### src/rtl/fifo_drain_pkg.sv
// Shared types for the fifo drain block: FSM state encoding.
package fifo_drain_pkg;

   localparam int STATE_W = 2;

   typedef enum logic [STATE_W-1:0] {
      ST_IDLE     = 2'd0,
      ST_ISSUE    = 2'd1,
      ST_WAIT_RSP = 2'd2,
      ST_ERROR    = 2'd3
   } fifo_drain_state_e;

endpackage

### src/rtl/fifo_drain_if.sv
// Fifo pop side plus memory request/response handshake bundle.
// master = the drain engine, slave = fifo and memory side.
interface fifo_drain_if #(
   parameter int WIDTH = 8
) ();
   logic             fifo_not_empty;
   logic [WIDTH-1:0] fifo_rdata;
   logic             fifo_pop;
   logic             mem_req_valid;
   logic [WIDTH-1:0] mem_req_data;
   logic             mem_req_ready;
   logic             mem_rsp_valid;
   logic             mem_rsp_error;

   modport master (
      input  fifo_not_empty, fifo_rdata, mem_req_ready, mem_rsp_valid, mem_rsp_error,
      output fifo_pop, mem_req_valid, mem_req_data
   );

   modport slave (
      output fifo_not_empty, fifo_rdata, mem_req_ready, mem_rsp_valid, mem_rsp_error,
      input  fifo_pop, mem_req_valid, mem_req_data
   );
endinterface

### src/rtl/fifo_drain_timer.sv
// Response timeout counter: clear has priority over enable; expired flags
// the terminal count TIMEOUT-1 so the caller can act in that same cycle.
module drain_timer #(
   parameter int TIMEOUT = 16
) (
   input  logic clock,
   input  logic reset,
   input  logic clr,
   input  logic en,
   output logic expired
);
   localparam int TW = $clog2(TIMEOUT);

   logic [TW-1:0] count_r;

   // Count register: cleared on request accept, advanced while waiting.
   always_ff @(posedge clock or negedge reset) begin
      if (!reset) begin
         count_r <= {TW{1'b0}};
      end else if (clr) begin
         count_r <= {TW{1'b0}};
      end else if (en) begin
         count_r <= count_r + TW'(1);
      end else begin
         count_r <= count_r;
      end
   end

   assign expired = (count_r == TW'(TIMEOUT - 1));
endmodule

### src/rtl/fifo_drain.sv
// Pops entries from a first-word fall-through fifo and forwards each one as a
// memory request, retrying on error response or timeout up to MAX_RETRY times
// before parking in ERROR with a sticky flag.
module fifo_drain
   import fifo_drain_pkg::*;
#(
   parameter int WIDTH     = 8,
   parameter int TIMEOUT   = 16,
   parameter int MAX_RETRY = 2,
   parameter int CNT_W     = 16
) (
   input  logic             clock,
   input  logic             reset,
   fifo_drain_if.master     bus,
   input  logic             err_clr,
   output logic             busy,
   output logic             error,
   output logic [CNT_W-1:0] done_count
);
   localparam int RW = (MAX_RETRY > 0) ? $clog2(MAX_RETRY + 1) : 1;

   fifo_drain_state_e state_r, state_nxt_s;
   logic [WIDTH-1:0]  hold_r, hold_nxt_s;
   logic [RW-1:0]     retry_r, retry_nxt_s;
   logic              error_r, error_nxt_s;
   logic [CNT_W-1:0]  done_r, done_nxt_s;
   logic              pop_s;
   logic              timer_clr_s;
   logic              timer_en_s;
   logic              expired_s;

   drain_timer #(.TIMEOUT(TIMEOUT)) u_timer (
      .clock   (clock),
      .reset   (reset),
      .clr     (timer_clr_s),
      .en      (timer_en_s),
      .expired (expired_s)
   );

   // State and datapath registers; a reset drops any held (already popped) entry.
   always_ff @(posedge clock or negedge reset) begin
      if (!reset) begin
         state_r <= ST_IDLE;
         hold_r  <= {WIDTH{1'b0}};
         retry_r <= {RW{1'b0}};
         error_r <= 1'b0;
         done_r  <= {CNT_W{1'b0}};
      end else begin
         state_r <= state_nxt_s;
         hold_r  <= hold_nxt_s;
         retry_r <= retry_nxt_s;
         error_r <= error_nxt_s;
         done_r  <= done_nxt_s;
      end
   end

   // Next-state logic; a valid response is checked before the timeout so it wins a tie.
   always_comb begin
      state_nxt_s = state_r;
      hold_nxt_s  = hold_r;
      retry_nxt_s = retry_r;
      error_nxt_s = error_r;
      done_nxt_s  = done_r;
      pop_s       = 1'b0;
      timer_clr_s = 1'b0;
      timer_en_s  = 1'b0;
      case (state_r)
         ST_IDLE: begin
            // Gating with reset keeps pop quiet while reset is held.
            if (bus.fifo_not_empty && reset) begin
               pop_s       = 1'b1;
               hold_nxt_s  = bus.fifo_rdata;
               retry_nxt_s = {RW{1'b0}};
               state_nxt_s = ST_ISSUE;
            end else begin
               state_nxt_s = ST_IDLE;
            end
         end
         ST_ISSUE: begin
            if (bus.mem_req_ready) begin
               timer_clr_s = 1'b1;
               state_nxt_s = ST_WAIT_RSP;
            end else begin
               state_nxt_s = ST_ISSUE;
            end
         end
         ST_WAIT_RSP: begin
            timer_en_s = 1'b1;
            if (bus.mem_rsp_valid && !bus.mem_rsp_error) begin
               done_nxt_s  = done_r + CNT_W'(1);
               state_nxt_s = ST_IDLE;
            end else if (bus.mem_rsp_valid || expired_s) begin
               if (retry_r < RW'(MAX_RETRY)) begin
                  retry_nxt_s = retry_r + RW'(1);
                  state_nxt_s = ST_ISSUE;
               end else begin
                  error_nxt_s = 1'b1;
                  state_nxt_s = ST_ERROR;
               end
            end else begin
               state_nxt_s = ST_WAIT_RSP;
            end
         end
         ST_ERROR: begin
            if (err_clr) begin
               error_nxt_s = 1'b0;
               hold_nxt_s  = {WIDTH{1'b0}};
               state_nxt_s = ST_IDLE;
            end else begin
               state_nxt_s = ST_ERROR;
            end
         end
         default: begin
            state_nxt_s = ST_IDLE;
         end
      endcase
   end

   assign bus.fifo_pop      = pop_s;
   assign bus.mem_req_valid = (state_r == ST_ISSUE);
   assign bus.mem_req_data  = (state_r == ST_ISSUE) ? hold_r : {WIDTH{1'b0}};
   assign busy              = (state_r != ST_IDLE);
   assign error             = error_r;
   assign done_count        = done_r;
endmodule

### src/flat_wrapper.sv
// flat-port wrapper written by rule: the top's interface ports become plain ports
module fifo_drain_flat import fifo_drain_pkg::*;
#(
   parameter int WIDTH     = 8,
   parameter int TIMEOUT   = 16,
   parameter int MAX_RETRY = 2,
   parameter int CNT_W     = 16
)
  (clock, reset, err_clr, busy, error, done_count, bus_fifo_not_empty, bus_fifo_rdata, bus_mem_req_ready, bus_mem_rsp_valid, bus_mem_rsp_error, bus_fifo_pop, bus_mem_req_valid, bus_mem_req_data);
  fifo_drain_if #(.WIDTH(WIDTH)) bus_i ();
  input  logic clock;
  input  logic reset;
  input  logic err_clr;
  output logic busy;
  output logic error;
  output logic [CNT_W-1:0] done_count;
  input wire logic [$bits(bus_i.fifo_not_empty)-1:0] bus_fifo_not_empty;
  input wire logic [$bits(bus_i.fifo_rdata)-1:0] bus_fifo_rdata;
  input wire logic [$bits(bus_i.mem_req_ready)-1:0] bus_mem_req_ready;
  input wire logic [$bits(bus_i.mem_rsp_valid)-1:0] bus_mem_rsp_valid;
  input wire logic [$bits(bus_i.mem_rsp_error)-1:0] bus_mem_rsp_error;
  output wire logic [$bits(bus_i.fifo_pop)-1:0] bus_fifo_pop;
  output wire logic [$bits(bus_i.mem_req_valid)-1:0] bus_mem_req_valid;
  output wire logic [$bits(bus_i.mem_req_data)-1:0] bus_mem_req_data;
  assign bus_i.fifo_not_empty = bus_fifo_not_empty;
  assign bus_i.fifo_rdata = bus_fifo_rdata;
  assign bus_i.mem_req_ready = bus_mem_req_ready;
  assign bus_i.mem_rsp_valid = bus_mem_rsp_valid;
  assign bus_i.mem_rsp_error = bus_mem_rsp_error;
  assign bus_fifo_pop = bus_i.fifo_pop;
  assign bus_mem_req_valid = bus_i.mem_req_valid;
  assign bus_mem_req_data = bus_i.mem_req_data;
  fifo_drain #(.WIDTH(WIDTH), .TIMEOUT(TIMEOUT), .MAX_RETRY(MAX_RETRY), .CNT_W(CNT_W)) u_core (.clock(clock), .reset(reset), .bus(bus_i), .err_clr(err_clr), .busy(busy), .error(error), .done_count(done_count));
endmodule
### config.mk
export PLATFORM = sky130hd
export DESIGN_NAME = fifo_drain_flat
export DESIGN_NICKNAME = d
export VERILOG_FILES = /design/src/rtl/fifo_drain_pkg.sv /design/src/rtl/fifo_drain_if.sv /design/src/rtl/fifo_drain_timer.sv /design/src/rtl/fifo_drain.sv /design/src/flat_wrapper.sv
export SDC_FILE = /design/constraint.sdc
export NUM_CORES = 1
export LEC_CHECK = 0
export ABC_CLOCK_PERIOD_IN_PS = 4600
export BUFFER_PORTS_ARGS = -buffer_cell sky130_fd_sc_hd__buf_2
export CAP_MARGIN = 10
export CORE_ASPECT_RATIO = 0.8
export CORE_MARGIN = 4
export CORE_UTILIZATION = 55
export DETAILED_ROUTE_END_ITERATION = 12
export PLACE_DENSITY = 0.94
export RECOVER_POWER = 50
export SYNTH_ARGS = -nofsm -noshare
export SYNTH_HDL_FRONTEND = slang
export SYNTH_SLANG_ARGS = --single-unit
export TNS_END_PERCENT = 10
### constraint.sdc
create_clock -name clock -period 4.6 [get_ports clock]
set_input_delay 0.69 -clock clock [delete_from_list [all_inputs] [get_ports clock]]
set_output_delay 0.69 -clock clock [all_outputs]
set_load 0.01 [all_outputs]
==> results of run 1 <==
[worst max path at each step]
stage / to / cells after the start
3_3_place_gp: bus_fifo_pop / 4
3_5_place_dp: bus_fifo_pop / 4
2_1_floorplan: bus_fifo_pop / 3
4_1_cts: bus_fifo_pop / 4
5_1_grt: bus_fifo_pop / 4
6_report: bus_fifo_pop / 4
[area by class of cell]
type                       instances  area share
clock buffer                       5      0.0208
sequential                        33       0.457
tap                               36      0.0249
inverter                           1     0.00208
multi-input combinational        100       0.374
timing repair buffer              42       0.111
clock inverter                     3     0.00970
[worst register-to-register path, cell delays in order (launching register included)]
cell	delay (ns)
dfrtp_1	0.62
nor4bb_1	0.98
and3_1	0.44
and3_4	0.24
xor2_2	0.13
[power breakdown]
part	switching [uW]	total, uW	internal [uW]
sequential	84.6	448	364
combinational	132	259	127
clock	103	160	57.5
total	320	868	548
[metrics by stage]
step | instances | power (uW)
finish | 220 | 868
global placement | 212 | 696
global route | 220 | 923
detailed placement | 212 | 710
CTS | 220 | 870
floorplan | 140 | 616
[cell usage in the layout (no fill, tap or decap), types with 4 or more instances in the layout]
master | synthesis | layout
nand2_1 | 13 | 13
xnor2_1 | 11 | 11
nand4_1 | 5 | 5
clkbuf_4 | 0 | 5
and2_1 | 9 | 9
dfrtp_1 | 33 | 33
a22o_1 | 9 | 9
nand3_1 | 7 | 7
clkbuf_1 | 4 | 8
buf_2 | 0 | 34
nor2_1 | 6 | 6
a21oi_1 | 4 | 4
xor2_1 | 4 | 4
o21ai_0 | 5 | 5
[state kept, by name, indices dropped and copies added, names as in the netlist]
signal                  flops
u_core.done_count          16
u_core.state_r              2
u_core.u_timer.count_r      4
u_core.error                1
u_core.hold_r               8
u_core.retry_r              2
[per-layer routing]
metal / part of all wire / track usage / wire (um)
met1: 0.44 / 0.256 / 1510
met2: 0.46 / 0.290 / 1560
met3: 0.076 / 0.0588 / 261
met4: 0.024 / 0.116 / 82
met5: 0 / 0 / 0
[cells by family after synthesis]
family / after synthesis / synth area share
xor+xnor: 16 / 0.0962
buf+inv: 7 / 0.0220
flops: 33 / 0.538
mux: 1 / 0.00733
fa+ha+maj: 2 / 0.0163
compound gates: 29 / 0.134
simple gates: 52 / 0.187
==> impl_metrics.tcl, run 1 <==
set metrics [dict create \
    die_width_um 67.1 \
    peakVddDrop_v 0.000217 \
    dpl_worst_slack_ns 1.71 \
    cp_top_family "buffers and inverters" \
    drv_cap 0 \
    fin_ws_ns 1.75 \
    antenna_left 0 \
    drt_pass1_iterations 4 \
    r2r_end "u_core.done_count[7]$_DFFE_PN0P_" \
    final-max-slew-violation-count 0 \
    syn_to_final_growth_pct 17.6 \
    ys_seq_elements 33 \
    multi_input_area_sq_um 676 \
    gp_congestion 0.757 \
    ys_warn_count 0 \
    seq_area_frac_synth 0.538 \
    holdWs_ns 0.400 \
    worst_pin_slew_ns 1.18 \
    path_clk_slew_ns 0.10 \
    initial_core_util 0.599 \
    fill_cells 192 \
    hold_class "in2async" \
    fmax_mhz 351 \
    syn_inst 140 \
    grt_pass1_vias 1222 \
    drc 0 \
    synthesis.nets 157 \
    synthTopCellsByCount "dfrtp_1, nand2_1, xnor2_1, a22o_1, and2_1" \
    crit_chain "buf_2, nand2_1, nor2_1, buf_2" \
    end_kind "output port" \
    synth_top_cell_area_share 0.538 \
    rrSetupSlack_ns 2.12 \
    clock_skew_ns 0.00496 \
    cp_common_cell "buf_2" \
    setup-violations-final 0 \
    cts.sinks 33 \
    grt_overflow 0 \
    antenna_found_initial 0 \
    antenna_cells 0 \
    yosysTopAreaCell "dfrtp_1" \
    hpwlAfterDp_um 2490 \
    htree_levels 2 \
    netlist_area_sq_mm 0.00154 \
    avgRoutedWirePerCell_um 15.5 \
    slew-limit-headroom 0.202 \
    drt_iter0_markers 44 \
    cts-root-buf "clkbuf_4" \
    clk_latency_ns 0.34 \
    grt_max_degree 36 \
    crit_slowest_cell "buf_2" \
    synth_top_flop_cell "dfrtp_1" \
    grt_first_pass_wirelength_um 5530 \
    final.setup.tns_ns 0 \
    placed_cell_area_sq_mm 0.00176 \
    critical_path_class "in2out" \
    seq_area_sq_um 826 \
    cts_buffer_depth 2 \
    routed-via-count 1244 \
    r2r_cells 4 \
    grt_use_total 0.198 \
    arrival_ns 2.16 \
    dieArea_sq_mm 0.00371 \
    final_core_util 0.705 \
    required_ns 3.91 \
    min_period_over_period 0.619 \
    die-height_um 55.3 \
    viasPerCell 5.65 \
    port_buffers 42 \
    cts_buffers 5 \
    synth_area_leaders "dfrtp_1, xnor2_1, a22o_1" \
    critPathLaunchType "input pin" \
    power_density_mw_per_mm2 481 \
    startpoint "reset" \
    synth.distinct_cells 34 \
    layout.nets 200 \
    rsz0062_at_grt "false" \
    core_area_sq_mm 0.00256 \
    finalHoldViolCount 0 \
    leakage_uw 0.000899 \
    crit_buf_inv 2 \
    design_area_sq_mm 0.00181 \
    post_cts.repair.setup_buffers 0 \
    crit_path_max_incr_delay_ns 0.56 \
    synth_edf_count 0 \
    critPathMaxFanout 35 \
    rows 16 \
    r2r-start "u_core.state_r[1]$_DFF_PN0_" \
    synthMostInstantiatedCell "dfrtp_1" \
    ios 43 \
    status "completed" \
    async_reset_ff_frac 1.00 \
    ctsResizeCount 0 \
    cts.hold.buffers_added 0 \
    wl_um 3410 \
    synth_area_per_cell_sq_um 11.0 \
    period_minus_slack_ns 2.85 \
    tritoncts "done" \
    drive_gt1_frac 0.255 \
]
(Power assumes the default switching activity.)
==> inputs of run 2 (changes only) <==
Settings changed: ABC_CLOCK_PERIOD_IN_PS 4600 to 2600, CORE_UTILIZATION 55 to 46, PLACE_DENSITY 0.94 to 0.85.
Clock period 4.6 ns to 2.6 ns, I/O delays scaled along.
==> run 2 against run 1 <==
First-iteration DRC count up 16%. Via count down 1.6%. Combinational power up 79%. Largest cell class unchanged. Largest power group unchanged.
==> impl_metrics.tcl, run 2 (synthesis gave the netlist of run 1 again) <==
set metrics [dict create \
    status "completed" \
    switching_power_uw 563 \
    tritoncts "done" \
    r2r_cells 5 \
    clk_latency_ns 0.29 \
    rows 18 \
    ctsResizeCount 0 \
    drt_iter0_markers 51 \
    wl_um 3220 \
    setup-violations-final 0 \
    hold_class "in2async" \
    dpl_worst_slack_ns 0.754 \
    ios 43 \
    cts_buffer_depth 2 \
    clock_skew_ns 0.00478 \
    worst_pin_slew_ns 0.726 \
    intPower_uw 1060 \
    layout.nets 203 \
    critPathMaxFanout 16 \
    antenna_found_initial 0 \
    port_buffers 42 \
    seqPwrFrac 0.492 \
    initial_core_util 0.487 \
    core_area_sq_mm 0.00315 \
    end_kind "output port" \
    cts-root-buf "clkbuf_8" \
    grt_first_pass_wirelength_um 5220 \
    post_cts.repair.setup_buffers 0 \
    grt_overflow 0 \
    final-max-slew-violation-count 0 \
    rsz0062_at_grt "false" \
    grt_max_degree 35 \
    cts.sinks 33 \
    fmax_mhz 485 \
    final_cell_mix "dfrtp_1, buf_2, clkbuf_1" \
    antenna_cells 0 \
    arrival_ns 1.67 \
    final.setup.tns_ns 0 \
    final_common_cell "dfrtp_1" \
    largest_reg_flops 16 \
    peakVddDrop_v 0.000337 \
    final_core_util 0.587 \
    finalHoldViolCount 0 \
    routed-via-count 1224 \
    grt_use_total 0.161 \
    syn_to_final_growth_pct 20.6 \
    path_clk_slew_ns 0.06 \
    viasPerCell 5.39 \
    cts.hold.buffers_added 0 \
    cts_buffers 5 \
    hpwlAfterDp_um 2380 \
    drive_gt1_frac 0.225 \
    period_minus_slack_ns 2.06 \
    die_width_um 72.6 \
    required_ns 2.21 \
    gp_congestion 0.883 \
    drc 0 \
    drv_cap 0 \
    swShare 0.347 \
    slew-limit-headroom 0.514 \
    drt_pass1_iterations 4 \
    die-height_um 59.7 \
    grt_pass1_vias 1147 \
    combPwrFrac 0.286 \
    leakage_uw 0.000899 \
    avgRoutedWirePerCell_um 14.2 \
    dieArea_sq_mm 0.00433 \
    fin_ws_ns 0.537 \
    critical_path_class "reg2out" \
    min_period_over_period 0.793 \
    power_density_mw_per_mm2 876 \
    pwr-share-clk 0.222 \
    critPathLaunchType "register" \
    antenna_left 0 \
    htree_levels 2 \
]
run 2: path summary, 6_finish.rpt:
kind	start	to	slack [ns]
max	u_core.state_r[0]$_DFF_PN0_	bus_mem_req_data[0]	0.54
min	reset	u_core.retry_r[0]$_DFFE_PN0P_	0.17
max reg2reg	u_core.state_r[0]$_DFF_PN0_	u_core.done_count[7]$_DFFE_PN0P_	0.74
min reg2reg	u_core.done_count[8]$_DFFE_PN0P_	u_core.done_count[8]$_DFFE_PN0P_	0.49
max in group asynchronous	reset	u_core.u_timer.count_r[1]$_DFFE_PN0P_	2.14
min in group clock	bus_fifo_rdata[3]	u_core.hold_r[3]$_DFFE_PN0P_	0.33
run 2: layout make-up:
type	count	area [sq um]
Clock buffer	6	72.6
Clock inverter	2	10.0
Fill cell	277	1300
Inverter	1	3.75
Multi-Input combinational cell	100	676
Sequential cell	33	826
Tap cell	40	50.0
Timing Repair Buffer	45	214
run 2: critical path, cell delays in order, from the launching register on:
cell	delay, ns
dfrtp_1	0.59
nor2b_1	0.47
and2_1	0.20
buf_2	0.13
run 2: power groups by stage:
stage / clock network [uW] / registers, uW / logic (uW)
5_1_grt: 390 / 817 / 519
2_1_floorplan: 0 / 750 / 339
6_report: 360 / 798 / 464
3_5_place_dp: 0 / 798 / 475
4_1_cts: 371 / 792 / 475
3_3_place_gp: 0 / 795 / 451
run 2: per-stage QoR:
stage	std cells	area (sq um)	hold WS [ns]	power [uW]
finish	227	1850	0.173	1620
global route	227	1850	0.239	1730
CTS	227	1870	0.151	1640
detailed placement	219	1790	0.460	1270
global placement	219	1790	0.458	1250
floorplan	140	1540	0.0944	1090
run 2: metal layers:
metal  GRT usage  vias up  share of wire
met5           0        -              0
met4       0.103        0          0.023
met3      0.0437        7          0.078
met2       0.229       49           0.45
met1       0.218      575           0.45
li1            -      593              -
